**src/rtl/mac_frame_acc_pkg.sv**
```systemverilog
// Shared constants, types and width helper for the MAC frame accumulator.
package parameters;

  // MAC operand width; the MAC result stream is 2*N bits wide.
  localparam int N = 8;

  // Default number of samples summed into one frame.
  localparam int ACC_LEN = 16;

  // Accumulator control states.
  typedef enum logic [0:0] {
    ACCUM = 1'b0,
    HOLD  = 1'b1
  } acc_state_t;

  // Sum width: 2n result bits plus enough guard bits that len full-scale
  // samples can never overflow. At least one guard bit is kept even for len=1.
  function automatic int acc_width(input int n, input int len);
    int g;
    g = $clog2(len);
    if (g < 1) begin
      g = 1;
    end
    return 2 * n + g;
  endfunction

endpackage

```
**src/rtl/mac_frame_acc.sv**
```systemverilog
// Frame accumulator: sums LEN accepted MAC results and holds the total
// on a registered valid/ready output until the consumer takes it.
module mac_frame_acc
  import parameters::*;
#(
  parameter int N   = parameters::N,
  parameter int LEN = ACC_LEN,
  localparam int W  = acc_width(N, LEN)
) (
  input  logic             clk,
  input  logic             reset,
  input  logic             clear,
  input  logic             in_valid,
  input  logic [2*N-1:0]   in_data,
  output logic             in_ready,
  output logic             out_valid,
  output logic [W-1:0]     out_data,
  input  logic             out_ready,
  output logic [15:0]      frame_cnt
);

  // Index of the last sample in a frame.
  localparam logic [15:0] LAST = 16'(LEN - 1);

  acc_state_t      state_r;
  logic [W-1:0]    acc_r;
  logic [15:0]     cnt_r;
  logic [W-1:0]    sample_ext;

  // Zero-extend the incoming sample to the sum width.
  assign sample_ext = {{(W - 2 * N){1'b0}}, in_data};

  // Ready depends only on state, so no combinational path from in_valid or
  // out_ready; it is forced low while reset is asserted.
  assign in_ready = (state_r == ACCUM) && !reset;

  // Frame FSM, sample counter, accumulator and registered output stage.
  always_ff @(posedge clk or posedge reset) begin
    if (reset) begin
      state_r   <= ACCUM;
      acc_r     <= {W{1'b0}};
      cnt_r     <= 16'd0;
      out_data  <= {W{1'b0}};
      out_valid <= 1'b0;
      frame_cnt <= 16'd0;
    end else if (clear) begin
      // Abort wins over any simultaneous accept or handoff; the completed
      // frame count is preserved.
      state_r   <= ACCUM;
      acc_r     <= {W{1'b0}};
      cnt_r     <= 16'd0;
      out_valid <= 1'b0;
    end else begin
      case (state_r)
        ACCUM: begin
          // in_ready is high here because reset is low and state is ACCUM.
          if (in_valid) begin
            if (cnt_r == LAST) begin
              out_data  <= acc_r + sample_ext;
              out_valid <= 1'b1;
              acc_r     <= {W{1'b0}};
              cnt_r     <= 16'd0;
              state_r   <= HOLD;
            end else begin
              acc_r <= acc_r + sample_ext;
              cnt_r <= cnt_r + 16'd1;
            end
          end else begin
            acc_r <= acc_r;
            cnt_r <= cnt_r;
          end
        end
        HOLD: begin
          if (out_ready) begin
            out_valid <= 1'b0;
            frame_cnt <= frame_cnt + 16'd1;
            state_r   <= ACCUM;
          end else begin
            out_valid <= 1'b1;
          end
        end
        default: begin
          state_r   <= ACCUM;
          acc_r     <= {W{1'b0}};
          cnt_r     <= 16'd0;
          out_valid <= 1'b0;
        end
      endcase
    end
  end

endmodule

```
**config.mk**
```make
export PLATFORM = sky130hd
export DESIGN_NAME = mac_frame_acc
export DESIGN_NICKNAME = d
export VERILOG_FILES = /design/src/rtl/mac_frame_acc_pkg.sv /design/src/rtl/mac_frame_acc.sv
export SDC_FILE = /design/constraint.sdc
export NUM_CORES = 1
export LEC_CHECK = 0
export CORE_MARGIN = 2
export CORE_UTILIZATION = 45
export DETAILED_ROUTE_END_ITERATION = 12
export PLACE_DENSITY = 0.68
export RECOVER_POWER = 25
export SETUP_SLACK_MARGIN = 0.02
export SYNTH_ARGS = -nofsm -noshare
export SYNTH_HDL_FRONTEND = slang
export SYNTH_SLANG_ARGS = --single-unit
```
**constraint.sdc**
```tcl
create_clock -name clk -period 7.09 [get_ports clk]
set_clock_uncertainty 0.2 [all_clocks]
set_input_delay 0.709 -clock clk [delete_from_list [all_inputs] [get_ports clk]]
set_output_delay 0.709 -clock clk [all_outputs]
set_load 0.02 [all_outputs]
```
Word level (Yosys, flattened, before mapping)
Cells that the tools add are included.
{"block": "classes", "bitwise": 2, "reduce_logical": 7, "muxes": 17, "add_sub_neg": 3, "n_eq_ne": 4}
{"op": "$mux 20", "count": 4}
{"op": "$mux 16", "count": 4}
{"op": "$add 16x1->16 const B", "count": 2}
{"op": "$add 20x16->20", "count": 1}
{"op": "$eq 16x4->1 const B", "count": 1}
{"op": "$mux 1", "count": 7}
{"op": "$pmux 1 s2", "count": 2}
{"op": "$reduce_and 2->1", "count": 2}
{"op": "$reduce_and 4->1", "count": 1}
{"op": "$ne 3x2->1 const B", "count": 1}
{"op": "$ne 3x3->1 const B", "count": 1}
{"op": "$reduce_and 3->1", "count": 1}
{"op": "$ne 2x2->1 const B", "count": 1}
{"op": "$not 1->1", "count": 2}
{"op": "$reduce_bool 2->1", "count": 1}
{"op": "$logic_and 1x1->1", "count": 1}
{"op": "$logic_not 1->1", "count": 1}
{"block": "totals", "register_bits": 74, "inputBits": 21, "out_inout_bits": 38, "wordCells": 39}

Longest topological paths before layout
Gate-level depths: netlist of run 1.
{"block": "logic_depth", "depth_word": 5, "depth_mapped": 9}

Least setup slack after synthesis of run 1
No wires, ideal clock.
{"block": "synth_timing", "path_kind": "input-to-reg", "startpoint": "input port in_data[12]", "endpoint": "register out_data[15]", "arrival_ns": 2.413, "setup_slack_ns": 4.353, "required_time_ns": 6.765, "cell_stages": 8, "setup_ns": 0.125, "cell_sequence": "ha_1 > buf_2 > a21o_1 > a221o_1 > a221oi_1 > nand2_1 > xor2_1 > mux2_2"}
{"block": "synth_between", "elab_chain_cells": 1}
{"element": "start: declaration", "line": "mac_frame_acc.sv:14", "rtl": "input logic [2*N-1:0] in_data,"}
{"element": "$add 20x16->20", "line": "mac_frame_acc.sv:59", "rtl": "out_data <= acc_r + sample_ext;"}
{"element": "end signal: assignment", "line": "mac_frame_acc.sv:43", "rtl": "out_data <= {W{1'b0}};"}
{"element": "end signal: assignment", "line": "mac_frame_acc.sv:59"}
{"element": "end: declaration", "line": "mac_frame_acc.sv:17", "rtl": "output logic [W-1:0] out_data,"}
Every way passes these cells.
A chain may end at the register's enable or synchronous reset.

Worst setup path in the final report of run 1
{"block": "layout_timing", "startpoint": "input port in_data[0]", "endpoint": "register out_data[18]"}
The elaborated chain is that of the path after synthesis.

==> results.toml, run 1 <==
[yosys]
synth-async-reset-ratio_pct = 100
synth_top_cell_area_share_pct = 44.9
ys.flop_type = "dfrtp_1"
yosysSeqAreaShare_pct = 44.9
ys_ff_latch = 74
synthesis.nets = 457
synth_adder_area_share_pct = 5.95
synth_area_leaders = "dfrtp_1 45%, ha_1 5.5%, nand2_1 4.5%"
synthCells = 417
synth_top_family_by_area = "simple AND/OR/NAND/NOR gates"
synthSimpleGateAreaFrac_pct = 19.5
ys_warn_count = 0
synth-xor-area-share_pct = 7.86
synth.distinct_cells = 52
syn_avg_cell_area_sq_um = 9.89
synth_compound_area_share_pct = 16.6
synth_edf_count = 0
muxShareOfSynthArea_pct = 2.18
yosys.area.top_type = "dfrtp_1"
netlist_area_sq_mm = 0.00412

[floorplan]
initial_core_util_pct = 46.8
die_h_microns = 99.7
dieArea_sq_mm = 0.00995
pin_count = 59
coreArea_sq_mm = 0.00881
rows = 34
fp.dieW_microns = 99.7

[min_path]
hold_class = "register to register"
min_from = "out_data[4]"

[clock_network]
h-tree-depth = 3
root_buffer = "clkbuf_8"
post_cts_buffers = 0
clock-sinks = 74
tritoncts = "done"
clk_pin_slew_ns = 0.08
cts_buffer_depth = 2
cts_resized = 0
clock_latency_ns = 0.35
holdBufCountCts = 0
cts_buffers = 9

[routing]
first_pass_iters = 4
dr_wl_met2_mm = 4.19
routedWlPerCell_microns = 15.6
wl_met3_microns = 373
via_per_inst = 5.54
drc = 0
routed_wl_mm = 9.12
drt_iter0_markers = 149
met1Wirelength_mm = 4.47
ant_nets = 0
dr.max_layer_used = "met4"
vias = 3246

[pwr]
p_comb_share_pct = 23.4
p_sw_uw = 309
p_leak_uw = 0.00222
power.clock.fraction_pct = 30.1
power_uw = 986
p_int_uw = 677
power_density_mw_per_mm2 = 199
seqPwrFrac_pct = 46.5
swShare_pct = 31.3
ir_drop_uv = 144

[place]
port_buffers = 58
dp_hpwl_mm = 6.35
pre_cts_slack_ns = 3.68
place.gp.congestion = 0.830

[critical_path]
crit_path_end_kind = "register"
crit_arrival_ns = 3.03
rr_startpoint = "acc_r[0]"
worstSetupPathType = "input port to register"
start_kind = "input port"
critPathLaunch = "in_data[0]"
crit_fanout = 8
cp.required_ns = 7.08

[global_route]
grt_pass1_vias = 3155
grt_remaining_overflow = 0
grt_start_max_net_pins = 75
grt_pass1_wl_mm = 15.4
grt_use_total_pct = 19.4
antenna_found_initial = 0

[outcome]
outcome = "complete, no violations"

[layout]
n_fill_cell = 795
nets = 513
multi_input_area_sq_mm = 0.00214
area_delta_synth_final_pct = 19.9
drive_gt1_share_pct = 7.11
antenna_cells = 0
regArea_sq_mm = 0.00185

[sta]
slew_violations = 0
final_hold_viol_count = 0
rsz0062_at_grt = "no"
period_needed_ns = 3.04
finalCritPeriodShare_pct = 42.9
worst_pin_slew_ns = 0.912
finalSetupViolCount = 0
finalSetupTns_ns = 0
max_freq_mhz = 329
layout_setup_ws_ns = 4.05
max-slew-margin-rel_pct = 39.2

[flow_run]
maxCapViolations = 0
## cell families (layout without fill, tap and decap cells)
kind of cell    after synthesis  count (layout)
mux                           8               8
fa+ha+maj                    19              19
flops                        74              74
buf+inv                      28              89
simple gates                155             155
xor+xnor                     37              37
compound gates               96              96
## layer usage
metal / track usage [%] / up-vias
met1: 27.3 / 1554
met3: 5.06 / 6
li1: - / 1628
met2: 29.8 / 58
met4: 5.06 / 0
met5: 0 / -
## power groups by stage
stage / logic (uW) / registers (uW) / clock network (uW)
global placement: 228 / 466 / 0
detailed placement: 230 / 467 / 0
finish: 231 / 458 / 297
floorplan: 168 / 468 / 0
global route: 258 / 461 / 322
CTS: 232 / 458 / 309
## area by class of cell
class                           instances  share of cell area [%]
Tap cell                              108                    2.73
Sequential cell                        74                    37.4
Clock buffer                           12                    2.93
Multi-Input combinational cell        315                    43.2
Inverter                               12                   0.911
Timing Repair Buffer                   61                    12.2
Clock inverter                          4                   0.557
## Yosys cell counts, drive strengths merged (10+ instances only)
cell type and n:
clkbuf 10, dfrtp 74, xnor2 20, nand2 49
nand4 13, inv 12, nand3 18, xor2 17
ha 18, a22o 13, nor2 31, o21ai 22
a21oi 12
## stage by stage
stage / utilization (%) / hold slack [ns] / instance area, sq um / cells
2_1_floorplan: - / 0.253 / 4120 / 417
3_3_place_gp: 54.4 / 0.262 / 4790 / 570
3_5_place_dp: 54.4 / 0.266 / 4790 / 570
4_1_cts: 56.3 / 0.284 / 4960 / 586
5_1_grt: 56.2 / 0.316 / 4950 / 586
6_report: 56.2 / 0.280 / 4950 / 586
## registers in the layout (all words and copies together), names as in the netlist
name	cells
acc_r	20
frame_cnt	16
out_data	20
state_r	1
cnt_r	16
out_valid	1
## critical path, cell delays in order
cell	delay, ns
clkdlybuf4s50_1	0.42
ha_1	0.24
inv_1	0.08
fa_1	0.19
nand2b_1	0.13
a21oi_1	0.09
or3_4	0.41
a2111oi_4	0.49
or3_1	0.18
a31oi_1	0.07
## worst paths after layout
path | to | slack, ns | cells past startpoint
setup reg to reg | out_data[18] | 4.47 | 9
min in group asynchronous | cnt_r[4] | 0.91 | 3
hold / removal | out_data[4] | 0.28 | 2
hold reg to reg | out_data[4] | 0.28 | 2
max in group asynchronous | acc_r[10] | 5.20 | 3
setup / recovery | out_data[18] | 4.05 | 10
## layout by cell type (no fill, tap or decap), types with 3 or more instances in the layout
master           instances
mux2_2                   8
and4_1                   4
a21o_1                   7
nor3_1                   6
o21ai_0                 13
dfrtp_1                 74
a211oi_1                 5
a211o_1                  3
nand2_1                 49
ha_1                    18
xnor2_1                 20
nand4_1                 13
buf_4                    3
nor2_1                  31
o21ai_1                  9
and3_1                   8
o211ai_1                 5
nor4_2                   3
clkbuf_8                10
and2_1                   4
a31oi_1                  8
nand2b_1                 6
inv_1                   11
a22o_1                  13
nand3_1                 18
xor2_1                  17
or3_1                    3
a21oi_1                 12
clkinvlp_4               3
o21a_1                   5
clkdlybuf4s50_1         57
(Power assumes the default switching activity.)
==> inputs of run 2 (changes only) <==
Clock period 7.09 ns to 3 ns, I/O delays scaled along.
==> run 2 against run 1 <==
  * First-iteration DRC count down 2.7%
  * Critical endpoint unchanged
  * Highest routed layer unchanged
  * Flip-flop and latch count unchanged
  * Via count is 2.2% higher
  * Largest cell class unchanged
==> results.toml, run 2 (synthesis results as in run 1) <==
[routing]
drc = 0
routed_wl_mm = 9.26
vias = 3319
routedWlPerCell_microns = 15.6
via_per_inst = 5.61
drt_iter0_markers = 145
ant_nets = 0
first_pass_iters = 5

[critical_path]
critPathSlowestCell = "a2111oi_4"
worstSetupPathType = "input port to register"
reg2reg_to = "out_data[18]"
crit_fanout = 8
cp.required_ns = 3.06
crit_arrival_ns = 2.66
start_kind = "input port"
critPathBufInv = 2
crit_path_cell_trace = "clkdlybuf4s50_1 -> ha_1 -> inv_1 -> fa_1 -> nand2b_1 -> a21oi_1 -> or3_4 -> a2111oi_4 -> o21ai_1 -> a31oi_1"
crit_family = "compound AO/OA/AOI/OAI gates"
rr_startpoint = "acc_r[0]"
ff2ff_path_depth = 9
crit_path_end_kind = "register"
crit_path_max_incr_delay_ns = 0.48
regToRegSetupSlack_ns = 0.40

[layout]
nets = 519
layout_common_cells = "74 x dfrtp_1, 57 x clkdlybuf4s50_1, 49 x nand2_1, 31 x nor2_1, 20 x xnor2_1"
largestRegisters = "acc_r (20), out_data (20)"
fin_util_pct = 57.7
drive_gt1_share_pct = 9.09
n_fill_cell = 778
final_common_cell = "dfrtp_1"
area_delta_synth_final_pct = 23.1
antenna_cells = 0

[clock_network]
tritoncts = "done"
clock_latency_ns = 0.35
clk_pin_slew_ns = 0.08
root_buffer = "clkbuf_8"
h-tree-depth = 3
cts_resized = 0
clock-sinks = 74
cts_buffers = 9
post_cts_buffers = 0
holdBufCountCts = 0
cts_buffer_depth = 2

[floorplan]
initial_core_util_pct = 46.8
fp.dieW_microns = 99.7
pin_count = 59
coreArea_sq_mm = 0.00881
rows = 34
dieArea_sq_mm = 0.00995
die_h_microns = 99.7

[global_route]
use_met1_pct = 27.4
grt_use_total_pct = 19.7
grt_pass1_wl_mm = 15.8
grt_remaining_overflow = 0
grtUsageMet3_pct = 3.72
globalRoute.busiestLayer = "met2"
antenna_found_initial = 0
use_met2_pct = 30.9
grt_start_max_net_pins = 49
grt_pass1_vias = 3313

[min_path]
hold_depth = 2
min_from = "out_data[6]"
min_to = "out_data[6]"
hold_class = "register to register"

[sta]
finalSetupViolCount = 0
final_hold_viol_count = 0
worst_pin_slew_ns = 1.08
max-slew-margin-rel_pct = 27.7
finalCritPeriodShare_pct = 86.8
layout_setup_ws_ns = 0.396
slew_violations = 0
finalSetupTns_ns = 0
period_needed_ns = 2.60
rsz0062_at_grt = "no"
max_freq_mhz = 384

[pwr]
ir_drop_uv = 226
p_leak_uw = 0.00230
power_density_mw_per_mm2 = 514
power_uw = 2610

[place]
place.gp.congestion = 0.872
port_buffers = 58
pre_cts_slack_ns = 0.0509
dp_hpwl_mm = 6.64

[flow_run]
maxCapViolations = 0

[outcome]
outcome = "complete, no violations"
[run 2: final cells by class]
type	instances	area [sq um]	share of cell area [%]
Clock buffer	9	124	2.44
Tap cell	108	135	2.66
Multi-Input combinational cell	315	2150	42.4
Sequential cell	74	1850	36.5
Clock inverter	7	124	2.44
Inverter	12	45.0	0.887
Timing Repair Buffer	67	646	12.7
[run 2: report_power, final]
group / total (uW) / internal (uW) / switching (uW) / leakage [uW]
Combinational: 562 / 244 / 318 / 0.00117
Sequential: 1080 / 1050 / 38.1 / 0.00101
Clock: 965 / 562 / 403 / 0.000121
Total: 2610 / 1850 / 759 / 0.00230
[run 2: worst max-delay path by stage]
stage / from / to / cells after the start
after floorplan: reset / acc_r[0] / 1
after global placement: in_data[0] / out_data[18] / 10
after detailed placement: in_data[0] / out_data[18] / 10
after CTS: acc_r[0] / out_data[18] / 9
after global routing: reset / acc_r[8] / 3
final: in_data[0] / out_data[18] / 10
[run 2: per-stage QoR]
step | instances | hold WS (ns) | cell area (sq um)
6_report | 592 | 0.286 | 5080
5_1_grt | 592 | 0.313 | 5080
4_1_cts | 592 | 0.188 | 5090
3_5_place_dp | 576 | 0.273 | 4840
3_3_place_gp | 576 | 0.263 | 4840
2_1_floorplan | 417 | 0.199 | 4120
[run 2: tightest hold or removal path, stage by stage (launching register included)]
cell and delay, ns:
dfrtp_1 0.35, nand2_1 0.05, nand2_1 0.05
[run 2: layer usage]
layer | vias up | part of all wire [%]
li1 | 1631 | -
met1 | 1601 | 47
met2 | 77 | 48
met3 | 10 | 4.5
met4 | 0 | 1.0
met5 | - | 0
